`config.mk`:
```
export PLATFORM = sky130hd
export DESIGN_NAME = alu_seq
export DESIGN_NICKNAME = d
export VERILOG_FILES = /design/src/rtl/alu_seq.sv
export SDC_FILE = /design/constraint.sdc
export NUM_CORES = 1
export LEC_CHECK = 0
export BUFFER_PORTS_ARGS = -buffer_cell sky130_fd_sc_hd__buf_2
export CORE_MARGIN = 2
export CORE_UTILIZATION = 55
export CTS_CLUSTER_SIZE = 20
export DETAILED_ROUTE_END_ITERATION = 7
export HOLD_SLACK_MARGIN = 0.12
export MAX_ROUTING_LAYER = met4
export PLACE_DENSITY = 0.74
export SETUP_SLACK_MARGIN = 0.5
export SLEW_MARGIN = 10
export SYNTH_ARGS = -nofsm -noshare
export SYNTH_HDL_FRONTEND = slang
export SYNTH_SLANG_ARGS = --single-unit
```
`constraint.sdc`:
```
create_clock -name i_clk -period 5.7 [get_ports i_clk]
set_input_delay 0.855 -clock i_clk [delete_from_list [all_inputs] [get_ports i_clk]]
set_output_delay 0.855 -clock i_clk [all_outputs]
set_load 0.005 [all_outputs]
```
`src/rtl/alu_seq.sv`:
```
// Registered ALU with valid/ready issue, status flags and an
// iterative shift-add multiplier that retires one multiplier bit per cycle.
module alu_seq #(
  parameter int WIDTH       = 16,
  parameter int CONST_WIDTH = 8
) (
  input  logic                   i_clk,
  input  logic                   i_rst_n,
  input  logic                   i_start,
  input  logic [2:0]             i_op,
  input  logic                   i_src_const,
  input  logic [WIDTH-1:0]       i_data1,
  input  logic [WIDTH-1:0]       i_data2,
  input  logic [CONST_WIDTH-1:0] i_const,
  output logic                   o_ready,
  output logic                   o_valid,
  output logic [WIDTH-1:0]       o_result,
  output logic                   o_zero,
  output logic                   o_carry,
  output logic                   o_neg,
  output logic                   o_ovf
);

  localparam int CW = $clog2(WIDTH + 1);

  localparam logic [2:0] OP_ADD  = 3'd0;
  localparam logic [2:0] OP_SUB  = 3'd1;
  localparam logic [2:0] OP_AND  = 3'd2;
  localparam logic [2:0] OP_OR   = 3'd3;
  localparam logic [2:0] OP_SHR  = 3'd4;
  localparam logic [2:0] OP_SHL  = 3'd5;
  localparam logic [2:0] OP_MOVE = 3'd6;
  localparam logic [2:0] OP_MUL  = 3'd7;

  typedef enum logic {
    S_IDLE,
    S_MUL
  } state_t;

  state_t state_q, state_d;

  logic [WIDTH-1:0]   op_a, op_b;
  logic               issue;
  logic [WIDTH-1:0]   alu_res;
  logic               alu_cy, alu_ov;
  logic [WIDTH:0]     add_ext, sub_ext;
  logic [WIDTH:0]     shl_ext, shr_ext;

  logic [WIDTH-1:0]   a_q;
  logic [2*WIDTH-1:0] prod_q, prod_nx;
  logic [WIDTH:0]     mul_sum;
  logic [CW-1:0]      cnt_q;
  logic               last;

  assign op_a    = i_data1;
  assign op_b    = i_src_const ? WIDTH'(i_const) : i_data2;
  assign issue   = i_start && (state_q == S_IDLE);
  assign o_ready = (state_q == S_IDLE);

  assign add_ext = {1'b0, op_a} + {1'b0, op_b};
  assign sub_ext = {1'b0, op_a} - {1'b0, op_b};
  // Extra bit catches the last bit shifted out; huge shifts give 0.
  assign shl_ext = {1'b0, op_a} << op_b;
  assign shr_ext = {op_a, 1'b0} >> op_b;

  always_comb begin
    alu_res = '0;
    alu_cy  = 1'b0;
    alu_ov  = 1'b0;
    unique case (i_op)
      OP_ADD: begin
        alu_res = add_ext[WIDTH-1:0];
        alu_cy  = add_ext[WIDTH];
        alu_ov  = (op_a[WIDTH-1] == op_b[WIDTH-1]) &&
                  (alu_res[WIDTH-1] != op_a[WIDTH-1]);
      end
      OP_SUB: begin
        alu_res = sub_ext[WIDTH-1:0];
        alu_cy  = sub_ext[WIDTH];
        alu_ov  = (op_a[WIDTH-1] != op_b[WIDTH-1]) &&
                  (alu_res[WIDTH-1] != op_a[WIDTH-1]);
      end
      OP_AND:  alu_res = op_a & op_b;
      OP_OR:   alu_res = op_a | op_b;
      OP_SHR: begin
        alu_res = shr_ext[WIDTH:1];
        alu_cy  = shr_ext[0];
      end
      OP_SHL: begin
        alu_res = shl_ext[WIDTH-1:0];
        alu_cy  = shl_ext[WIDTH];
      end
      OP_MOVE: alu_res = op_a;
      OP_MUL:  alu_res = '0;
      default: alu_res = '0;
    endcase
  end

  // Product register holds {partial high, remaining multiplier bits}.
  assign mul_sum = {1'b0, prod_q[2*WIDTH-1:WIDTH]} +
                   (prod_q[0] ? {1'b0, a_q} : '0);
  assign prod_nx = {mul_sum, prod_q[WIDTH-1:1]};
  assign last    = (cnt_q == CW'(WIDTH - 1));

  always_comb begin
    state_d = state_q;
    unique case (state_q)
      S_IDLE:  if (issue && i_op == OP_MUL) state_d = S_MUL;
      S_MUL:   if (last) state_d = S_IDLE;
      default: state_d = S_IDLE;
    endcase
  end

  always_ff @(posedge i_clk or negedge i_rst_n) begin
    if (!i_rst_n) begin
      state_q  <= S_IDLE;
      a_q      <= '0;
      prod_q   <= '0;
      cnt_q    <= '0;
      o_valid  <= 1'b0;
      o_result <= '0;
      o_zero   <= 1'b0;
      o_carry  <= 1'b0;
      o_neg    <= 1'b0;
      o_ovf    <= 1'b0;
    end else begin
      state_q <= state_d;
      o_valid <= 1'b0;
      if (state_q == S_MUL) begin
        prod_q <= prod_nx;
        cnt_q  <= cnt_q + CW'(1);
        if (last) begin
          o_valid  <= 1'b1;
          o_result <= prod_nx[WIDTH-1:0];
          o_zero   <= (prod_nx[WIDTH-1:0] == '0);
          o_carry  <= 1'b0;
          o_neg    <= prod_nx[WIDTH-1];
          o_ovf    <= |prod_nx[2*WIDTH-1:WIDTH];
        end
      end else if (issue) begin
        if (i_op == OP_MUL) begin
          a_q    <= op_a;
          prod_q <= {{WIDTH{1'b0}}, op_b};
          cnt_q  <= '0;
        end else begin
          o_valid  <= 1'b1;
          o_result <= alu_res;
          o_zero   <= (alu_res == '0);
          o_carry  <= alu_cy;
          o_neg    <= alu_res[WIDTH-1];
          o_ovf    <= alu_ov;
        end
      end
    end
  end

endmodule

```
Word-level counts from Yosys, hierarchy flattened
Cells that the tools add are included.

Register bits after elaboration: 75. Bits of input ports: 47. Output and inout bits: 22. Word-level logic and storage cells: 84.

Add/subtract/negate cells: 4. Equal/unequal tests: 14. Shift-type cells: 2. Mux-type cells: 38. Bitwise logic cells: 3. Reduce and logical (&&, ||, !) cells: 13.

Operators with widths (count): 16-bit one-hot mux with 8 select lines (1); 16-bit 2-to-1 mux (6); 32-bit 2-to-1 mux (3); 16-bit by 16-bit adder with 17-bit output (2); 16-bit zero test (2); 1-bit 2-to-1 mux (22); 16-bit by 16-bit left shift with 17-bit output (1); 17-bit by 16-bit right shift with 17-bit output (1); 16-bit by 16-bit subtractor with 17-bit output (1); 16-bit bitwise AND (1); 16-bit bitwise OR (1); 16-bit OR reduction (1); 5-bit 2-to-1 mux (3); 3-bit == test, second input constant (4); 3-bit by 2-bit == test with 1-bit output, second input constant (2); 3-bit AND reduction (2); 5-bit by 1-bit adder with 5-bit output, second input constant (1); 5-bit by 4-bit == test with 1-bit output, second input constant (1); 1-bit logical AND (4); 1-bit one-hot mux with 2 select lines (2); 1-bit one-hot mux with 4 select lines (1); 2-bit nonzero test (2); 3-bit by 1-bit == test with 1-bit output, second input constant (1); 3-bit zero test (1); 6 further kinds (8).

Depth between registers and ports, before layout
Depth in word-level cells: 8. Mapped depth: 17. Mapped depth without buffers: 15.

Worst setup path after synthesis
Ideal clock, no wire load.

Path type: input to register. Start point: input i_src_const. End point: register o_ovf. Setup time: 0.130 ns. Arrival time: 4.904 ns. Required time: 5.570 ns. Path slack: 0.665 ns. Stages: 16. Buffers on the path: 5. Path through: buf_4 mux2i_1 buf_2 clkbuf_1 clkbuf_1 ha_1 clkbuf_1 nor4b_1 nor2_1 o311a_1 o41ai_1 and2_1 mux2_2 nor4_1 o211a_1 o22ai_1.

Longest elaborated chain between the ends: 8. Elaborated cells on any way between the ends: 13. Classes of those cells: add/sub: 2; eq/ne: 4; mux: 5; reduce/logical: 2.

RTL lines: start: declaration (line 11) `input logic i_src_const,`; 16-bit 2-to-1 mux * (line 56) `assign op_b = i_src_const ? WIDTH'(i_const) : i_data2;`; 16-bit by 16-bit subtractor with 17-bit output or 16-bit by 16-bit adder with 17-bit output (tied branches) (line 61, 60); 1-bit != test, on equally long branches (line 81, 75); 1-bit logical AND, on equally long branches (line 80, 74); 1-bit one-hot mux with 2 select lines * (line 70) `unique case (i_op)`; 1-bit 2-to-1 mux * (line 141) `if (i_op == OP_MUL) begin`; 1-bit 2-to-1 mux * (line 140) `end else if (issue) begin`; 1-bit 2-to-1 mux * (line 129) `if (state_q == S_MUL) begin`; end signal: assignment (line 138) `o_ovf <= |prod_nx[2*WIDTH-1:WIDTH];`; end signal: assignment (line 151) `o_ovf <= alu_ov;`; end: declaration (line 21) `output logic o_ovf`.

Every way passes the cells marked *; elsewhere a longest branch is shown, timed or not. The select of a mux whose other input is x is not followed. A chain may end at the register's enable or synchronous reset.

Worst setup path in the final report
Start point: input i_src_const. End point: register o_result[15].

Longest elaborated chain between the ends: 6. Elaborated cells on any way between the ends: 11. Classes of those cells: add/sub: 2; shift: 2; mux: 5; bitwise: 2.

RTL lines: 16-bit 2-to-1 mux * (line 56); 16-bit by 16-bit subtractor with 17-bit output (tied with other cells) (line 61) `assign sub_ext = {1'b0, op_a} - {1'b0, op_b};`; 16-bit one-hot mux with 8 select lines * (line 70); 16-bit 2-to-1 mux * (line 141); 16-bit 2-to-1 mux * (line 140); 16-bit 2-to-1 mux * (line 129); end signal: assignment (line 134) `o_result <= prod_nx[WIDTH-1:0];`; end signal: assignment (line 147) `o_result <= alu_res;`; end: declaration (line 17) `output logic [WIDTH-1:0] o_result,`.

Marked as above.

==> impl.org <==
** Clocking
- TritonCTS built the clock tree.
- Number of H-tree levels :: 3
- Setup Buffers After CTS :: 0
- Buffers inserted to repair hold after CTS numbered 0.
- Clock latency of the later-clocked register in the worst-skew pair :: 0.35 ns
- Clock buffer depth :: 2
- Clock-pin slew was measured on the worst setup and hold paths at 0.06 ns.
- Clock tree root buffer cell :: sky130_fd_sc_hd__clkbuf_16
- Cts bufs inserted :: 9
- Post-cts repair resize count :: 0
- Clock Sinks :: 74

** Setup path
- Setup slack, reg-to-reg :: 2.04 ns
- Kind of end point of the critical path :: register
- Largest fanout on the critical path :: 21
- Data arrival time at the worst-slack endpoint :: 5.00 ns
- Data required, critical path :: 5.95 ns
- Kind of critical path :: input port to register
- The worst setup path is launched from an input port.

** Drt
- Avg Vias per Cell :: 6.77
- Routed length per placed instance :: 23.1 um
- The routed design has 29400 um of wire.
- DR vias :: 8623
- The detail route stage leaves a number of antenna-violating nets equal to 0.
- First-pass iteration count of the detailed router :: 8
- For this run, design rule violations remaining after detail routing come to 0.
- In this run, the number of DRC markers left after iteration 0 of detailed routing was 1112.

** Timing
- Between clock sinks in the finished design, the worst skew comes to 0.0100 ns.
- Share of the clock period used by the worst path :: 0.834
- Setup total negative slack on the finished layout was measured at 0 ns.
- The number of max-slew violations in the final report is 0.
- Derived from the worst setup path, the maximum achievable clock frequency is ~0.21 GHz.
- Setup violations remaining at the end of the flow were counted as 0.
- Hold Vio Cnt, Final :: 0
- RSZ-0062 raised after global routing :: false
- For the pin with the worst max-slew slack, the measured transition is 1.18 ns.
- Minimum clock period after layout :: 4.75 ns
- Rel. slew slack :: 0.214
- Worst slack on hold paths :: 0.480 ns

** Power and ir drop
- Pwr Density :: around 330 mW/mm^2
- P_leak :: around 4.1 nW
- IR analysis of the VDD net gives a maximum drop of 0.221 mV.

** Place
- Routability cong. :: 1.05
- Final HPWL from detailed placement :: ~22000 um
- IO buf count :: 68

** Finish
- Relative to the synthesized area, the layout overhead comes to 9.84%.
- The net count of the finished layout is about 1200.
- Antenna diode instance count :: 0
- Fraction of final layout cells with drive strength greater than 1 :: 0.136
- Once layout is complete, the utilization of the core stands at 0.620.
- Counting the fill cells in the layout gives between 1000 and 1500.

** GRT
- Wire length of the first global-routing pass :: ~46000 um
- Entering global routing, the biggest net connects 75 pins.
- The number of antenna violations at the first check in global routing was 0.
- Total global routing overflow :: 0
- Across every metal layer, demand over resource in global routing totals 0.380.
- The number of global-route vias before repair is 8040.

** Die
- The initial utilization of the core area, before any placement, comes to 0.564.
- Top-Level Pins :: 69
- Core Box Area :: 0.0145 mm^2
- Overall die width :: 126 um
- In this run the vertical extent of the chip is 126 um.
- Number of placement rows :: 44
- The die covers 0.0159 mm^2.

** Synth
- Yosys mapped a number of flops with a built-in enable equal to 0.
- Cell types with the highest counts after synthesis :: sky130_fd_sc_hd__nand2_1 (96), sky130_fd_sc_hd__nor2_1 (95), sky130_fd_sc_hd__o21ai_0 (76)
- Synthesized area per cell :: 7.83 um^2
- During synthesis, Yosys emitted a total of 0 warnings.
- The synthesized design contains 74 register bits.
- Leading register cell type out of synthesis :: sky130_fd_sc_hd__dfrtp_1
- Synthesized netlist cell count :: between 1000 and 1500
- Among all cell types in the netlist, the one instantiated most often is sky130_fd_sc_hd__nand2_1.
- Counting flops with an async set or reset pin after synthesis yields a share of 1.00.
- Ranked by total cell area, the synthesized netlist is headed by sky130_fd_sc_hd__dfrtp_1 (23%), sky130_fd_sc_hd__ha_1 (10%), sky130_fd_sc_hd__mux2i_1 (7.8%).
- Of the synthesized area, sequential elements account for 0.226.
- Library cells used by synthesis :: 76
- When the netlist entered floorplanning its net count stood at 1164.
- Summing every instance area after synthesis gives 0.00820 mm^2.
- Cell taking the most area after synthesis :: sky130_fd_sc_hd__dfrtp_1
- Area share of the largest cell type after synthesis :: 0.226

** Worst hold path
- Min-Delay Path Class :: register to register

** Status
- The run finished with clean final reports.

** Job
- Max-cap violations in this run came to 0.
[worst max-delay path, stage by stage]
cell and delay, ns:
sky130_fd_sc_hd__buf_2 0.43, sky130_fd_sc_hd__mux2i_2 0.50, sky130_fd_sc_hd__ha_1 0.44, sky130_fd_sc_hd__and3_1 0.24, sky130_fd_sc_hd__a221o_1 0.36, sky130_fd_sc_hd__a221oi_1 0.37, sky130_fd_sc_hd__nor4b_1 0.60, sky130_fd_sc_hd__o41ai_1 0.27
sky130_fd_sc_hd__a21oi_1 0.24, sky130_fd_sc_hd__o21bai_1 0.10, sky130_fd_sc_hd__xnor2_1 0.13, sky130_fd_sc_hd__a32o_1 0.25, sky130_fd_sc_hd__o31ai_1 0.20
[per-stage QoR]
step | setup slack [ns] | instance area, um^2 | power [mW] | instances
final | 0.949 | 9000 | 2.94 | 1273
after global routing | 0.840 | 9000 | 3.16 | 1273
after CTS | 1.14 | 9000 | 2.92 | 1273
after detailed placement | 0.782 | 8710 | 2.34 | 1257
after global placement | 0.842 | 8710 | 2.32 | 1257
after floorplan | 0.665 | 8200 | 1.88 | 1047
[flip-flops by register name (all words and copies together) (netlist names)]
register  count
o_carry       1
o_result     16
o_ovf         1
a_q          16
o_zero        1
o_valid       1
prod_q       32
state_q       1
cnt_q         5
[per-layer routing]
metal	track usage	wire, um	share of wire
met5	-	0	0
met4	0.141	1050	0.036
met3	0.0803	3410	0.12
met2	0.551	12700	0.43
met1	0.523	12200	0.41
[layout by cell type, fill, tap and decap left out, types with 9 or more instances in the layout]
cell,n
sky130_fd_sc_hd__a21o_1,12
sky130_fd_sc_hd__a211oi_1,13
sky130_fd_sc_hd__o21ai_0,75
sky130_fd_sc_hd__a21oi_1,72
sky130_fd_sc_hd__o22ai_1,11
sky130_fd_sc_hd__nor2_1,94
sky130_fd_sc_hd__inv_1,60
sky130_fd_sc_hd__o21a_1,11
sky130_fd_sc_hd__and3_1,11
sky130_fd_sc_hd__nand2b_1,19
sky130_fd_sc_hd__a221oi_1,9
sky130_fd_sc_hd__dfrtp_1,73
sky130_fd_sc_hd__mux2i_1,62
sky130_fd_sc_hd__buf_4,27
sky130_fd_sc_hd__buf_2,67
sky130_fd_sc_hd__a31oi_1,17
sky130_fd_sc_hd__o211ai_1,19
sky130_fd_sc_hd__nand3_1,24
sky130_fd_sc_hd__nand2_1,96
sky130_fd_sc_hd__nor3_1,20
sky130_fd_sc_hd__nor4_1,9
sky130_fd_sc_hd__mux2_2,18
sky130_fd_sc_hd__clkbuf_16,9
sky130_fd_sc_hd__nand4_1,9
sky130_fd_sc_hd__and2_1,21
sky130_fd_sc_hd__ha_1,67
sky130_fd_sc_hd__xnor2_1,16
[kinds of logic (layout without fill, tap and decap cells)]
family | after synthesis | count (layout) | synth area share
xor gates and xnor gates | 23 | 23 | 0.0246
buffers and inverters | 131 | 173 | 0.0629
adders and majority gates | 70 | 70 | 0.110
DFF | 74 | 74 | 0.226
muxes | 88 | 88 | 0.118
and+or+nand+nor | 331 | 331 | 0.191
AOI/OAI and AO/OA | 330 | 330 | 0.267
[worst paths after layout]
check | depth (start not counted) | from | end
worst max-delay path | 13 | i_src_const | o_result[15]
worst min-delay path | 1 | o_result[12] | o_result[12]
worst max register to register | 12 | prod_q[0] | o_ovf
worst min register to register | 1 | o_result[12] | o_result[12]
max in group asynchronous | 1 | i_rst_n | state_q
min in group asynchronous | 1 | i_rst_n | o_result[4]
[power by group]
group          total, mW  switching [mW]  internal (mW)
combinational       1.42           0.834          0.591
clock              0.571           0.232          0.340
sequential         0.946           0.197          0.749
total               2.94            1.26           1.68
[layout make-up]
class	count	area [um^2]	share of cell area
repair buffers	94	538	0.0597
clock inverters	6	65.1	0.00723
well taps	184	230	0.0256
multi-input cells	842	5850	0.650
inverters	63	236	0.0263
clock buffers	10	229	0.0254
flip-flops and latches	74	1850	0.206
(Power assumes the default switching activity.)
